==> src/rtl/fx2_writer_pkg.sv <==
// Shared constants for the FX2 slave-FIFO stream writer.
// Latency: n/a (constants only).
// Backpressure: n/a (constants only).
package fx2_writer_pkg;

  // FSM encoding
  localparam logic [1:0] ST_IDLE   = 2'd0;
  localparam logic [1:0] ST_FETCH  = 2'd1;
  localparam logic [1:0] ST_WRITE  = 2'd2;
  localparam logic [1:0] ST_PKTEND = 2'd3;

  // FX2 FIFOADR value selecting EP6
  localparam logic [1:0] EP6_ADDR = 2'b10;

  localparam int DEF_PKT_BYTES      = 512;
  localparam int DEF_TIMEOUT_CYCLES = 4096;

endpackage

==> src/rtl/fx2_flush_timer.sv <==
// Saturating idle counter; done_o once TIMEOUT_CYCLES-1 counts have accumulated.
// Latency: done_o is a registered compare, valid the cycle after the last increment.
// Backpressure: none; clr_i has priority over en_i.
// Ports: clk_i, reset_i (async active-low), clr_i (clear), en_i (count), done_o.
module fx2_flush_timer
  import fx2_writer_pkg::*;
#(
  parameter int TIMEOUT_CYCLES = DEF_TIMEOUT_CYCLES
) (
  input  logic clk_i,
  input  logic reset_i,
  input  logic clr_i,
  input  logic en_i,
  output logic done_o
);

  localparam int TW = (TIMEOUT_CYCLES > 1) ? $clog2(TIMEOUT_CYCLES) : 1;
  localparam logic [TW-1:0] LAST = TW'(TIMEOUT_CYCLES - 1);

  logic [TW-1:0] timer_q, timer_d;

  always_comb begin
    timer_d = timer_q;
    if (clr_i) begin
      timer_d = '0;
    end else if (en_i && (timer_q != LAST)) begin
      timer_d = timer_q + 1'b1;
    end
  end

  always_ff @(posedge clk_i or negedge reset_i) begin
    if (!reset_i) begin
      timer_q <= '0;
    end else begin
      timer_q <= timer_d;
    end
  end

  assign done_o = (timer_q == LAST);

endmodule

==> src/rtl/fx2_stream_writer.sv <==
// Drains the 8-bit DAQ FIFO into FX2 EP6 slave FIFO; partial packets flushed by PKTEND.
// Latency: fifo_req_o to slwr low is 2 cycles; at most one byte per 3 cycles.
// Backpressure: FLAGB low stalls the byte in WRITE (data held) and blocks fetch/PKTEND in IDLE.
// Ports: clk_i/reset_i, en_i, fifo_empty_i/fifo_req_o/fifo_data_i (DAQ FIFO read side),
//        fx2_* (FX2 slave FIFO pins), pkt_count_o (committed packets), busy_o.
module fx2_stream_writer
  import fx2_writer_pkg::*;
#(
  parameter int PKT_BYTES      = DEF_PKT_BYTES,
  parameter int TIMEOUT_CYCLES = DEF_TIMEOUT_CYCLES,
  parameter int CNT_W          = 16
) (
  input  logic             clk_i,
  input  logic             reset_i,
  input  logic             en_i,
  input  logic             fifo_empty_i,
  output logic             fifo_req_o,
  input  logic [7:0]       fifo_data_i,
  input  logic             fx2_full_n_i,
  output logic [7:0]       fx2_fd_o,
  output logic             fx2_slwr_n_o,
  output logic             fx2_pktend_n_o,
  output logic [1:0]       fx2_fifoadr_o,
  output logic             fx2_sloe_n_o,
  output logic [CNT_W-1:0] pkt_count_o,
  output logic             busy_o
);

  localparam int BW = $clog2(PKT_BYTES);
  localparam logic [BW-1:0] LAST_BYTE = BW'(PKT_BYTES - 1);

  logic [1:0]       state_q, state_d;
  logic [BW-1:0]    byte_cnt_q, byte_cnt_d;
  logic [7:0]       fd_q, fd_d;
  logic [CNT_W-1:0] pkt_count_q, pkt_count_d;

  logic fetch_go;
  logic accept;
  logic tmr_done;

  always_comb begin
    state_d     = state_q;
    byte_cnt_d  = byte_cnt_q;
    fd_d        = fd_q;
    pkt_count_d = pkt_count_q;
    fetch_go    = 1'b0;
    accept      = 1'b0;
    case (state_q)
      ST_IDLE: begin
        // New data takes priority over a due flush; the write clears the timer.
        if (en_i && !fifo_empty_i && fx2_full_n_i) begin
          fetch_go = 1'b1;
          state_d  = ST_FETCH;
        end else if ((byte_cnt_q != '0) && fx2_full_n_i && (!en_i || tmr_done)) begin
          state_d = ST_PKTEND;
        end
      end
      ST_FETCH: begin
        // FIFO q is valid the cycle after the request
        fd_d    = fifo_data_i;
        state_d = ST_WRITE;
      end
      ST_WRITE: begin
        if (fx2_full_n_i) begin
          accept  = 1'b1;
          state_d = ST_IDLE;
          if (byte_cnt_q == LAST_BYTE) begin
            // FX2 auto-commits the full packet
            byte_cnt_d  = '0;
            pkt_count_d = pkt_count_q + 1'b1;
          end else begin
            byte_cnt_d = byte_cnt_q + 1'b1;
          end
        end
      end
      default: begin // ST_PKTEND
        byte_cnt_d  = '0;
        pkt_count_d = pkt_count_q + 1'b1;
        state_d     = ST_IDLE;
      end
    endcase
  end

  always_ff @(posedge clk_i or negedge reset_i) begin
    if (!reset_i) begin
      state_q     <= ST_IDLE;
      byte_cnt_q  <= '0;
      fd_q        <= '0;
      pkt_count_q <= '0;
    end else begin
      state_q     <= state_d;
      byte_cnt_q  <= byte_cnt_d;
      fd_q        <= fd_d;
      pkt_count_q <= pkt_count_d;
    end
  end

  fx2_flush_timer #(
    .TIMEOUT_CYCLES(TIMEOUT_CYCLES)
  ) u_flush_timer (
    .clk_i  (clk_i),
    .reset_i(reset_i),
    .clr_i  (accept || (state_q == ST_PKTEND)),
    .en_i   ((state_q == ST_IDLE) && (byte_cnt_q != '0)),
    .done_o (tmr_done)
  );

  // The request is a combinational IDLE decision; keep it quiet while reset is held.
  assign fifo_req_o     = fetch_go & reset_i;
  assign fx2_fd_o       = fd_q;
  assign fx2_slwr_n_o   = !((state_q == ST_WRITE) && fx2_full_n_i);
  assign fx2_pktend_n_o = !(state_q == ST_PKTEND);
  assign fx2_fifoadr_o  = EP6_ADDR;
  assign fx2_sloe_n_o   = 1'b1;
  assign pkt_count_o    = pkt_count_q;
  assign busy_o         = (state_q != ST_IDLE) || (byte_cnt_q != '0);

endmodule

==> config.mk <==
export PLATFORM = sky130hd
export DESIGN_NAME = fx2_stream_writer
export DESIGN_NICKNAME = d
export VERILOG_FILES = /design/src/rtl/fx2_writer_pkg.sv /design/src/rtl/fx2_flush_timer.sv /design/src/rtl/fx2_stream_writer.sv
export SDC_FILE = /design/constraint.sdc
export NUM_CORES = 1
export LEC_CHECK = 0
export CORE_ASPECT_RATIO = 0.75
export CORE_UTILIZATION = 33
export DETAILED_ROUTE_END_ITERATION = 8
export GPL_TIMING_DRIVEN = 1
export PLACE_DENSITY = 0.51
export REMOVE_ABC_BUFFERS = 1
export SYNTH_ARGS = -nofsm -noshare
export SYNTH_HDL_FRONTEND = slang
export SYNTH_SLANG_ARGS = --single-unit
==> constraint.sdc <==
create_clock -name clk_i -period 4.9 [get_ports clk_i]
set_input_delay 0.735 -clock clk_i [delete_from_list [all_inputs] [get_ports clk_i]]
set_output_delay 0.735 -clock clk_i [all_outputs]
set_load 0.02 [all_outputs]
# After elaboration in Yosys (flattened, before gate mapping)
# Index checks and enable logic that the tools add are counted.
[totals] output_inout_bits=31 reg_bits=47 wordCells=57
[op_classes] n_bitwise=2 n_mux=16 reduce_logical=22 n_addsub=3 n_eq_ne=9
[op_table] cell="16-bit 2-to-1 mux" count=2
[op_table] cell="16-bit one-hot mux with 2 select lines" count=1
[op_table] cell="12-bit 2-to-1 mux" count=2
[op_table] cell="9-bit 2-to-1 mux" count=2
[op_table] cell="9-bit one-hot mux with 2 select lines" count=1
[op_table] cell="16-bit by 1-bit adder with 16-bit output, second input constant" count=1
[op_table] cell="12-bit by 1-bit adder with 12-bit output, second input constant" count=1
[op_table] cell="12-bit equality test, second input constant" count=1
[op_table] cell="12-bit inequality test, second input constant" count=1
[op_table] cell="9-bit by 1-bit adder with 9-bit output, second input constant" count=1
[op_table] cell="9-bit equality test, second input constant" count=1
[op_table] cell="9-bit nonzero test" count=1
[op_table] cell="1-bit logical AND" count=7
[op_table] cell="2-bit 2-to-1 mux" count=3
[op_table] cell="2-bit one-hot mux with 3 select lines" count=1
[op_table] cell="2-bit equality test, second input constant" count=2
[op_table] cell="1-bit logical NOT" count=4
[op_table] cell="1-bit 2-to-1 mux" count=4
[op_table] cell="2-bit inequality test, second input constant" count=2
[op_table] cell="2-bit AND reduction" count=2
[op_table] cell="2-bit nonzero test" count=2
[op_table] cell="1-bit logical OR" count=3
[op_table] cell="3-bit inequality test, second input constant" count=1
[op_table] cell="3-bit AND reduction" count=1
[op_table] cell="5 further kinds" count=5

# Depth between registers and ports, before layout
# Gate-level depths: netlist of run 1.
[depth] depth_word=6 mapped_depth=9 ltp_nobuf=7

# Cells and area by module
# Synthesis of run 1 repeated with hierarchy kept, for this count alone.
[hier_totals] hier_cells=221 area_unflattened_um2=2351.0
[by_module_without_submodules] module="fx2_stream_writer" cells_each=154 n_inst=1 area_per_inst_um2=1689.1
[by_module_without_submodules] module="fx2_flush_timer" cells_each=67 n_inst=1 area_per_inst_um2=661.9

# Least setup slack after synthesis of run 1
# OpenSTA, ideal clock, no wires.
[synth_path] path_kind="input to output" startpoint="input fifo_empty_i" endpoint="output fifo_req_o" arrival_time_ns=1.368 stages=2 setup_slack_ns=2.797 path_cell_list="nand2b_1 > nor3_1"
[synth_via] elab_chain_cells=6
[synth_rtl] element="start, declared" line="fx2_stream_writer.sv:16" rtl="input logic fifo_empty_i,"
[synth_rtl] element="1-bit logical NOT" line="fx2_stream_writer.sv:51" rtl="if (en_i && !fifo_empty_i && fx2_full_n_i) begin"
[synth_rtl] element="1-bit logical AND (2 in series)" line="fx2_stream_writer.sv:51"
[synth_rtl] element="1-bit 2-to-1 mux" line="fx2_stream_writer.sv:51"
[synth_rtl] element="1-bit 2-to-1 mux" line="fx2_stream_writer.sv:48" rtl="case (state_q)"
[synth_rtl] element="1-bit bitwise AND" line="fx2_stream_writer.sv:109" rtl="assign fifo_req_o = fetch_go & reset_i;"
[synth_rtl] element="end, declared" line="fx2_stream_writer.sv:17" rtl="output logic fifo_req_o,"
# Every way passes these cells.

# Worst setup path after layout of run 1
[layout_path] startpoint="input fx2_full_n_i" endpoint="output fx2_slwr_n_o"
[layout_via] elab_chain_cells=2
[layout_rtl] element="start, declared" line="fx2_stream_writer.sv:19" rtl="input logic fx2_full_n_i,"
[layout_rtl] element="1-bit logical AND" line="fx2_stream_writer.sv:111" rtl="assign fx2_slwr_n_o = !((state_q == ST_WRITE) && fx2_full_n_i);"
[layout_rtl] element="1-bit logical NOT" line="fx2_stream_writer.sv:111"
[layout_rtl] element="end, declared" line="fx2_stream_writer.sv:21" rtl="output logic fx2_slwr_n_o,"
# Every way passes these cells.

==> impl_metrics.ini, run 1 <==
[grt]
antenna_found_initial = 0
grtUsageTotal = 0.140
grt_pass1_vias = 1603
grt_max_degree = 48
grt_pass1_wl_um = 8090
overflow = 0

[drt]
routed_via_density = 4.83
firstDrtPassIters = 4
drcViolationCount = 0
wl_um = 4850
dr.first_iter.drc_count = 74
ant_nets = 0
vias = 1766
wl_per_cell_um = 13.2

[hold_path]
holdPathStages = 1
hold_class = register to register
min_from = pkt_count_o[15]
hold_path_end = pkt_count_o[15]

[layout]
final_cells = 366
antenna_cells = 0
drive_gt1_frac = 0.101
nNetsFinal = 285
multiInputGateArea_um2 = 1090
nFillCells = 672
seq_area_um2 = 1180
syn_to_final_growth_pct = 25.0

[synthesis]
synthArstFlopShare = 1.00
synthSimpleGateAreaFrac = 0.215
synth_top_family_by_area = simple AND/OR/NAND/NOR gates
seq_area_frac_synth = 0.496
synth-compound-area-share = 0.0660
yosysMostFrequentCell = dfrtp_1
synthTopCellsByArea = dfrtp_1 (50%), xor2_1 (5.2%), mux2_2 (4.3%)
ys_types = 46
synth_top_area_share = 0.496
yosysTopAreaCell = dfrtp_1
synth_area_um2 = 2370
synthFlopType = dfrtp_1
ys_top_cells_by_count = dfrtp_1 (47), nand2_1 (25), xor2_1 (14)
synthXorXnorAreaFrac = 0.0739
avgSynthCellArea_um2 = 10.3
synth_edf_count = 0
ys_ff_latch = 47
syn-instance-count = 230
ys_warn_count = 0
synth_adder_area_share = 0.0264
synth.area.mux_share = 0.0723

[clock_network]
h-tree-depth = 2
clock_sinks = 47
cts_resized = 0
clockBufferDepth = 2
numCtsBuffers = 5
cts_hold_buf = 0
tritoncts = done
cts_root_buffer = clkbuf_8
cts_setup_buffers = 0
path_clk_slew_ns = 0.09
worstSkewPairLatency_ns = 0.29

[sta]
slew_violations = 0
setup_viol_count_final = 0
slew_headroom = 0.234
clock-skew-final_ns = 0.00506
finalHoldViolCount = 0
fmaxAchievable_mhz = 324
period_share = 0.629
max_slew.worst_pin.slew_ns = 1.14
post-route-min-period_ns = 3.08
rsz0062_at_grt = false
tns_ns = 0

[place]
dp.cells = 358
gp_congestion = 0.719
dp_hpwl_um = 3360
io_buffers = 40

[run_status]
outcome = finished, final reports clean

[floorplanning]
ioPinCount = 44
core_um2 = 6860
initial_core_util = 0.345
die-area_um2 = 7530
die_h_um = 75.4
die_width_um = 99.9
placementRows = 26

[job]
cap_violations = 0

[setup_path]
r2r_cells = 7
arrival_ns = 2.35
critical_path.endpoint_type = primary output
reg2reg_from = byte_cnt_q[2]
rr_endpoint = pkt_count_o[9]
critical_path.max_fanout = 7
reg2reg_slack_ns = 2.57
criticalPathCategory = input pin to primary output
crit_required_ns = 4.16
start_kind = input pin

[power_and_ir_drop]
peakVddDrop_mv = 0.232
p_leak_nw = 1.32
p_per_area_nw_per_um2 = 457
cell families after synthesis:
logic type	after synthesis
other	2
flip-flops	47
XOR/XNOR	20
AND/OR/NAND/NOR	93
AO/OA/AOI/OAI	24
adder cells (fa/ha/maj)	5
buffers and inverters	23
multiplexers	16
per-stage QoR:
step                area [µm²]  power [mW]  setup WS [ns]  hold WS [ns]   util
CTS                       2960        1.37           1.81         0.477  0.432
floorplan                 2300       0.832           2.80         0.439      -
global placement          2830        1.03           1.82         0.461  0.412
global route              2960        1.44           1.73         0.496  0.432
detailed placement        2830        1.04           1.81         0.465  0.412
finish                    2960        1.36           1.82         0.473  0.432
cells in the final DEF, fill, tap and decap left out, drive strengths merged, types with 2 or more instances in the layout:
cell and n:
dfrtp 47, clkdlybuf4s50 39, nand2 25, xor2 14, inv 11, nor2 11, nand3 11, nand4 11
nor3 9, mux2 9, mux2i 7, o21ai 7, xnor2 6, a21oi 6, clkbuf 6, nor4 5
ha 5, or3 3, and3 3, conb 3, or4 3, and4 2, and2 2, a21o 2
o22ai 2, a31o 2, bufinv 2, or2 2, nor4b 2, buf 2
critical path, cell delays in order:
cell and delay, ns:
clkdlybuf4s50_1 0.64, nand2_1 0.13, or2_2 0.30, clkdlybuf4s50_1 0.54
report_power, final:
group	leakage [nW]	switching, mW	internal (mW)
clock	0.0654	0.129	0.204
combinational	0.645	0.232	0.214
sequential	0.605	0.103	0.473
sequential cells by signal (all words and copies together), names as in the netlist:
signal,count
pkt_count_o,16
fx2_fd_o,8
byte_cnt_q,9
state_q,2
u_flush_timer.timer_q,12
worst max path at each step:
stage,start,endpoint,depth (start not counted)
after global routing,fx2_full_n_i,fx2_slwr_n_o,4
final,fx2_full_n_i,fx2_slwr_n_o,4
after detailed placement,fx2_full_n_i,fifo_req_o,4
after floorplan,fifo_empty_i,fifo_req_o,2
after CTS,fx2_full_n_i,fx2_slwr_n_o,4
after global placement,fx2_full_n_i,fx2_slwr_n_o,4
final cells by class:
cell class,instances,share of cell area
clock inverters,2,0.0203
multi-input cells,161,0.367
well taps,98,0.0414
repair buffers,41,0.136
flip-flops and latches,47,0.397
clock buffers,6,0.0245
inverters,11,0.0139
metal layers:
| layer | up-vias | global-route usage | share of wire |
|---|---|---|---|
| met5 | - | 0 | 0 |
| met4 | 0 | 0.0441 | 0.0099 |
| met3 | 4 | 0.0303 | 0.031 |
| met2 | 31 | 0.204 | 0.43 |
| met1 | 851 | 0.208 | 0.53 |
| li1 | 880 | - | - |
(Power assumes the default switching activity.)
==> inputs of run 2 (changes only) <==
- PLACE_DENSITY: 0.51 -> 0.53
- clock period: 4.9 -> 2.7 ns (I/O delays scaled with it)
==> run 2 against run 1 <==
Sequential share of layout area grew 0.46 points. Non-clock buffer count increased by 2. Critical path type is now register to primary output. Cell area down 1.1%. Largest power group unchanged. Routed wire length grew 2.5%. Sequential power rose by 79%.
==> impl_metrics.ini, run 2 (synthesized netlist as in run 1, its figures left out) <==
[grt]
grt_pass1_wl_um = 8130
use_met3 = 0.0303
overflow = 0
met1_usage = 0.204
antenna_found_initial = 0
grt_max_degree = 48
grtUsageMet2 = 0.213
grtUsageTotal = 0.140
grt_pass1_vias = 1643
grt.busiest_layer = met2

[hold_path]
hold_class = input pin to asynchronous set/reset pin

[layout]
final_cells = 368
largest_register_ffs = 16
syn_to_final_growth_pct = 23.6
final_common_cell = dfrtp_1
drive_gt1_frac = 0.111
antenna_cells = 0
nNetsFinal = 287
nFillCells = 683
final_cell_mix = dfrtp_1 (47), clkdlybuf4s50_1 (39), nand2_1 (25)

[sta]
slew_headroom = 0.402
slew_violations = 0
max_slew.worst_pin.slew_ns = 0.889
tns_ns = 0
period_share = 0.944
rsz0062_at_grt = false
whs_ns = 0.218
fmaxAchievable_mhz = 392
finalHoldViolCount = 0
setup_viol_count_final = 0
clock-skew-final_ns = 0.00769
post-route-min-period_ns = 2.55

[floorplanning]
core_um2 = 6860
placementRows = 26
initial_core_util = 0.345
die-area_um2 = 7530
die_width_um = 99.9
ioPinCount = 44
die_h_um = 75.4

[job]
cap_violations = 0

[clock_network]
path_clk_slew_ns = 0.09
h-tree-depth = 2
clockBufferDepth = 2
cts_setup_buffers = 0
worstSkewPairLatency_ns = 0.30
numCtsBuffers = 5
clock_sinks = 47
cts_hold_buf = 0
cts_root_buffer = clkbuf_8
cts_resized = 0
tritoncts = done

[setup_path]
start_kind = register
reg2reg_from = byte_cnt_q[0]
critical_path.max_fanout = 4
path_cells = nor4_1 -> and2_1 -> nand2_1 -> clkdlybuf4s50_1
critical_path.endpoint_type = primary output
rr_endpoint = pkt_count_o[9]
cp_slowest_cell = nor4_1
reg2reg_slack_ns = 0.42
r2r_cells = 7
arrival_ns = 2.14
crit_required_ns = 2.30
max_stage_delay_ns = 0.60
criticalPathCategory = register to primary output

[drt]
dr.first_iter.drc_count = 58
wl_per_cell_um = 13.5
routed_via_density = 4.83
wl_um = 4970
vias = 1778
firstDrtPassIters = 4
drcViolationCount = 0
ant_nets = 0

[power_and_ir_drop]
peakVddDrop_mv = 0.242
p_per_area_nw_per_um2 = 781
p_leak_nw = 1.31

[place]
io_buffers = 40
dp_hpwl_um = 3540
dp.cells = 360
gp_congestion = 0.737

[run_status]
outcome = finished, final reports clean
run 2: cell count changes in the layout (fill, tap and decap cells not counted):
cell,before,now
bufinv_16,2,0
clkbuf_1,1,0
clkinv_2,0,3
buf_4,1,3
run 2: worst max-delay path, delay by kind of cell, from the launching register on:
| kind | cells | cell delay (ns) |
|---|---|---|
| AND/OR/NAND/NOR | 3 | 0.89 |
| buffers and inverters | 1 | 0.53 |
| flip-flops | 1 | 0.43 |
run 2: worst max path at each step:
stage / start / to / slack [ns] / cells after the start
2_1_floorplan: byte_cnt_q[2] / pkt_count_o[9] / 0.74 / 7
3_3_place_gp: fx2_full_n_i / fifo_req_o / 0.31 / 4
3_5_place_dp: fx2_full_n_i / fifo_req_o / 0.33 / 4
4_1_cts: byte_cnt_q[6] / busy_o / 0.11 / 4
5_1_grt: byte_cnt_q[6] / busy_o / 0.005 / 4
6_report: byte_cnt_q[6] / busy_o / 0.15 / 4
run 2: where the power goes:
group	internal [mW]	total (mW)	switching [mW]
sequential	0.859	1.03	0.170
clock	0.178	0.416	0.238
combinational	0.401	0.844	0.443
total	1.44	2.29	0.851
run 2: final cells by class:
class                           instances  area [µm²]  area share
Sequential cell                        47        1180       0.402
Inverter                               11        41.3      0.0141
Timing Repair Buffer                   43         418       0.143
Tap cell                               98         123      0.0419
Clock inverter                          3        15.0     0.00513
Clock buffer                            5        68.8      0.0235
Multi-Input combinational cell        161        1090       0.371
run 2: per-stage QoR:
stage / instance area, µm² / power, mW / setup slack, ns / utilization
after floorplan: 2300 / 1.51 / 0.743 / -
after global placement: 2850 / 1.88 / 0.311 / 0.415
after detailed placement: 2850 / 1.90 / 0.331 / 0.415
after CTS: 2930 / 2.32 / 0.108 / 0.427
after global routing: 2930 / 2.45 / 0.00481 / 0.427
final: 2930 / 2.29 / 0.151 / 0.427
run 2: per-layer routing:
layer  share of wire  wire length (µm)  vias to the layer above
met3           0.031               153                        5
met5               0                 0                        -
met2            0.42              2100                       26
li1                -                 -                      878
met1            0.54              2670                      869
met4          0.0089                44                        0
==> inputs of run 3 (changes only) <==
- CORE_ASPECT_RATIO: 0.75 -> 1.1
- SLEW_MARGIN: not set -> 5
==> run 3 against run 2 <==
Global-route usage up 0.63 points. Sequential share of layout area rose by 0.051 points. Total power rose by 1.0%. Largest power group unchanged. Sequential cell count stayed put. Register-to-register slack improved by 0.05 ns. Largest cell class unchanged.
==> impl_metrics.ini, run 3 (synthesized netlist as in run 1, its figures left out) <==
[sta]
rsz0062_at_grt = false
tns_ns = 0
post-route-min-period_ns = 2.52
max_slew.worst_pin.slew_ns = 0.791
slew_headroom = 0.468
clock-skew-final_ns = 0.00981
fmaxAchievable_mhz = 397
setup_viol_count_final = 0
slew_violations = 0
period_share = 0.934
whs_ns = 0.244
finalHoldViolCount = 0

[place]
dp_hpwl_um = 3540
gp_congestion = 0.744
io_buffers = 40
placedInstanceArea_um2 = 2840

[drt]
dr.first_iter.drc_count = 73
drcViolationCount = 0
routed_via_density = 5.01
wl_per_cell_um = 13.8
ant_nets = 0
firstDrtPassIters = 4
wl_um = 4920
vias = 1782

[clock_network]
cts_resized = 0
cts_root_buffer = clkbuf_8
tritoncts = done
worstSkewPairLatency_ns = 0.30
path_clk_slew_ns = 0.09
cts_setup_buffers = 0
clockBufferDepth = 2
clock_sinks = 47
cts_hold_buf = 0
h-tree-depth = 2
numCtsBuffers = 5

[power_and_ir_drop]
power_mw = 2.31
peakVddDrop_mv = 0.441
p_leak_nw = 1.31
p_per_area_nw_per_um2 = 790

[floorplanning]
die_h_um = 90.9
ioPinCount = 44
initial_core_util = 0.340
die-area_um2 = 7520
die_width_um = 82.8
core_um2 = 6970
placementRows = 32

[grt]
grt_pass1_wl_um = 8360
antenna_found_initial = 0
grt_pass1_vias = 1751
overflow = 0
grtUsageTotal = 0.146
grt_max_degree = 48

[layout]
final_common_cell = dfrtp_1
antenna_cells = 0
final_cell_mix = dfrtp_1 (47), clkdlybuf4s50_1 (39), nand2_1 (25)
drive_gt1_frac = 0.111
final_core_util = 0.420
syn_to_final_growth_pct = 23.4
design_area_um2 = 2930
largest_register_ffs = 16
nNetsFinal = 288

[setup_path]
criticalPathCategory = register to primary output
reg2reg_slack_ns = 0.47
crit_required_ns = 2.30
critical_path.max_fanout = 4
start_kind = register
arrival_ns = 2.12
critical_path.endpoint_type = primary output

[hold_path]
hold_class = input pin to asynchronous set/reset pin

[job]
cap_violations = 0

[run_status]
outcome = finished, final reports clean
## run 3: changes by cell type in the layout (fill, tap and decap cells not counted)
cell        previous run  this run
buf_4                  3         4
inv_6                  0         1
clkinv_2               3         0
clkbuf_1               0         1
clkinvlp_4             0         1
## run 3: path summary, 6_finish.rpt
| kind | startpoint | to | cells past startpoint |
|---|---|---|---|
| max in group asynchronous | reset_i | byte_cnt_q[0] | 2 |
| hold reg to reg | pkt_count_o[15] | pkt_count_o[15] | 1 |
| hold / removal | reset_i | pkt_count_o[9] | 2 |
| min in group clk_i | pkt_count_o[15] | pkt_count_o[15] | 1 |
| setup / recovery | byte_cnt_q[6] | busy_o | 4 |
| setup reg to reg | byte_cnt_q[0] | pkt_count_o[9] | 7 |
## run 3: worst max-delay path: stages (launching register included)
cell,delay [ns]
dfrtp_1,0.43
nor4_1,0.55
and2_1,0.24
nand2_1,0.06
clkdlybuf4s50_1,0.54
## run 3: layout make-up
type / instances / area, µm²
inverters: 11 / 41.3
flip-flops and latches: 47 / 1180
multi-input cells: 161 / 1090
clock buffers: 6 / 72.6
well taps: 85 / 106
fillers: 715 / 4040
repair buffers: 44 / 425
clock inverters: 2 / 16.3
## run 3: report_power, final
| group | internal (mW) | total (mW) | switching [mW] |
|---|---|---|---|
| Combinational | 0.402 | 0.842 | 0.440 |
| Sequential | 0.859 | 1.03 | 0.171 |
| Clock | 0.186 | 0.440 | 0.253 |
| Total | 1.45 | 2.31 | 0.864 |
## run 3: metal layers
metal  vias to the layer above  GRT usage  routed length [µm]
met5                         -          0                   0
met4                         0     0.0532                  69
li1                        876          -                   -
met1                       859      0.201                2400
met3                         6     0.0303                 172
met2                        41      0.223                2270
## run 3: metrics by stage
stage	instances	setup WS (ns)
2_1_floorplan	219	0.743
5_1_grt	356	0.0214
6_report	356	0.179
3_3_place_gp	348	0.430
3_5_place_dp	348	0.419
4_1_cts	356	0.179
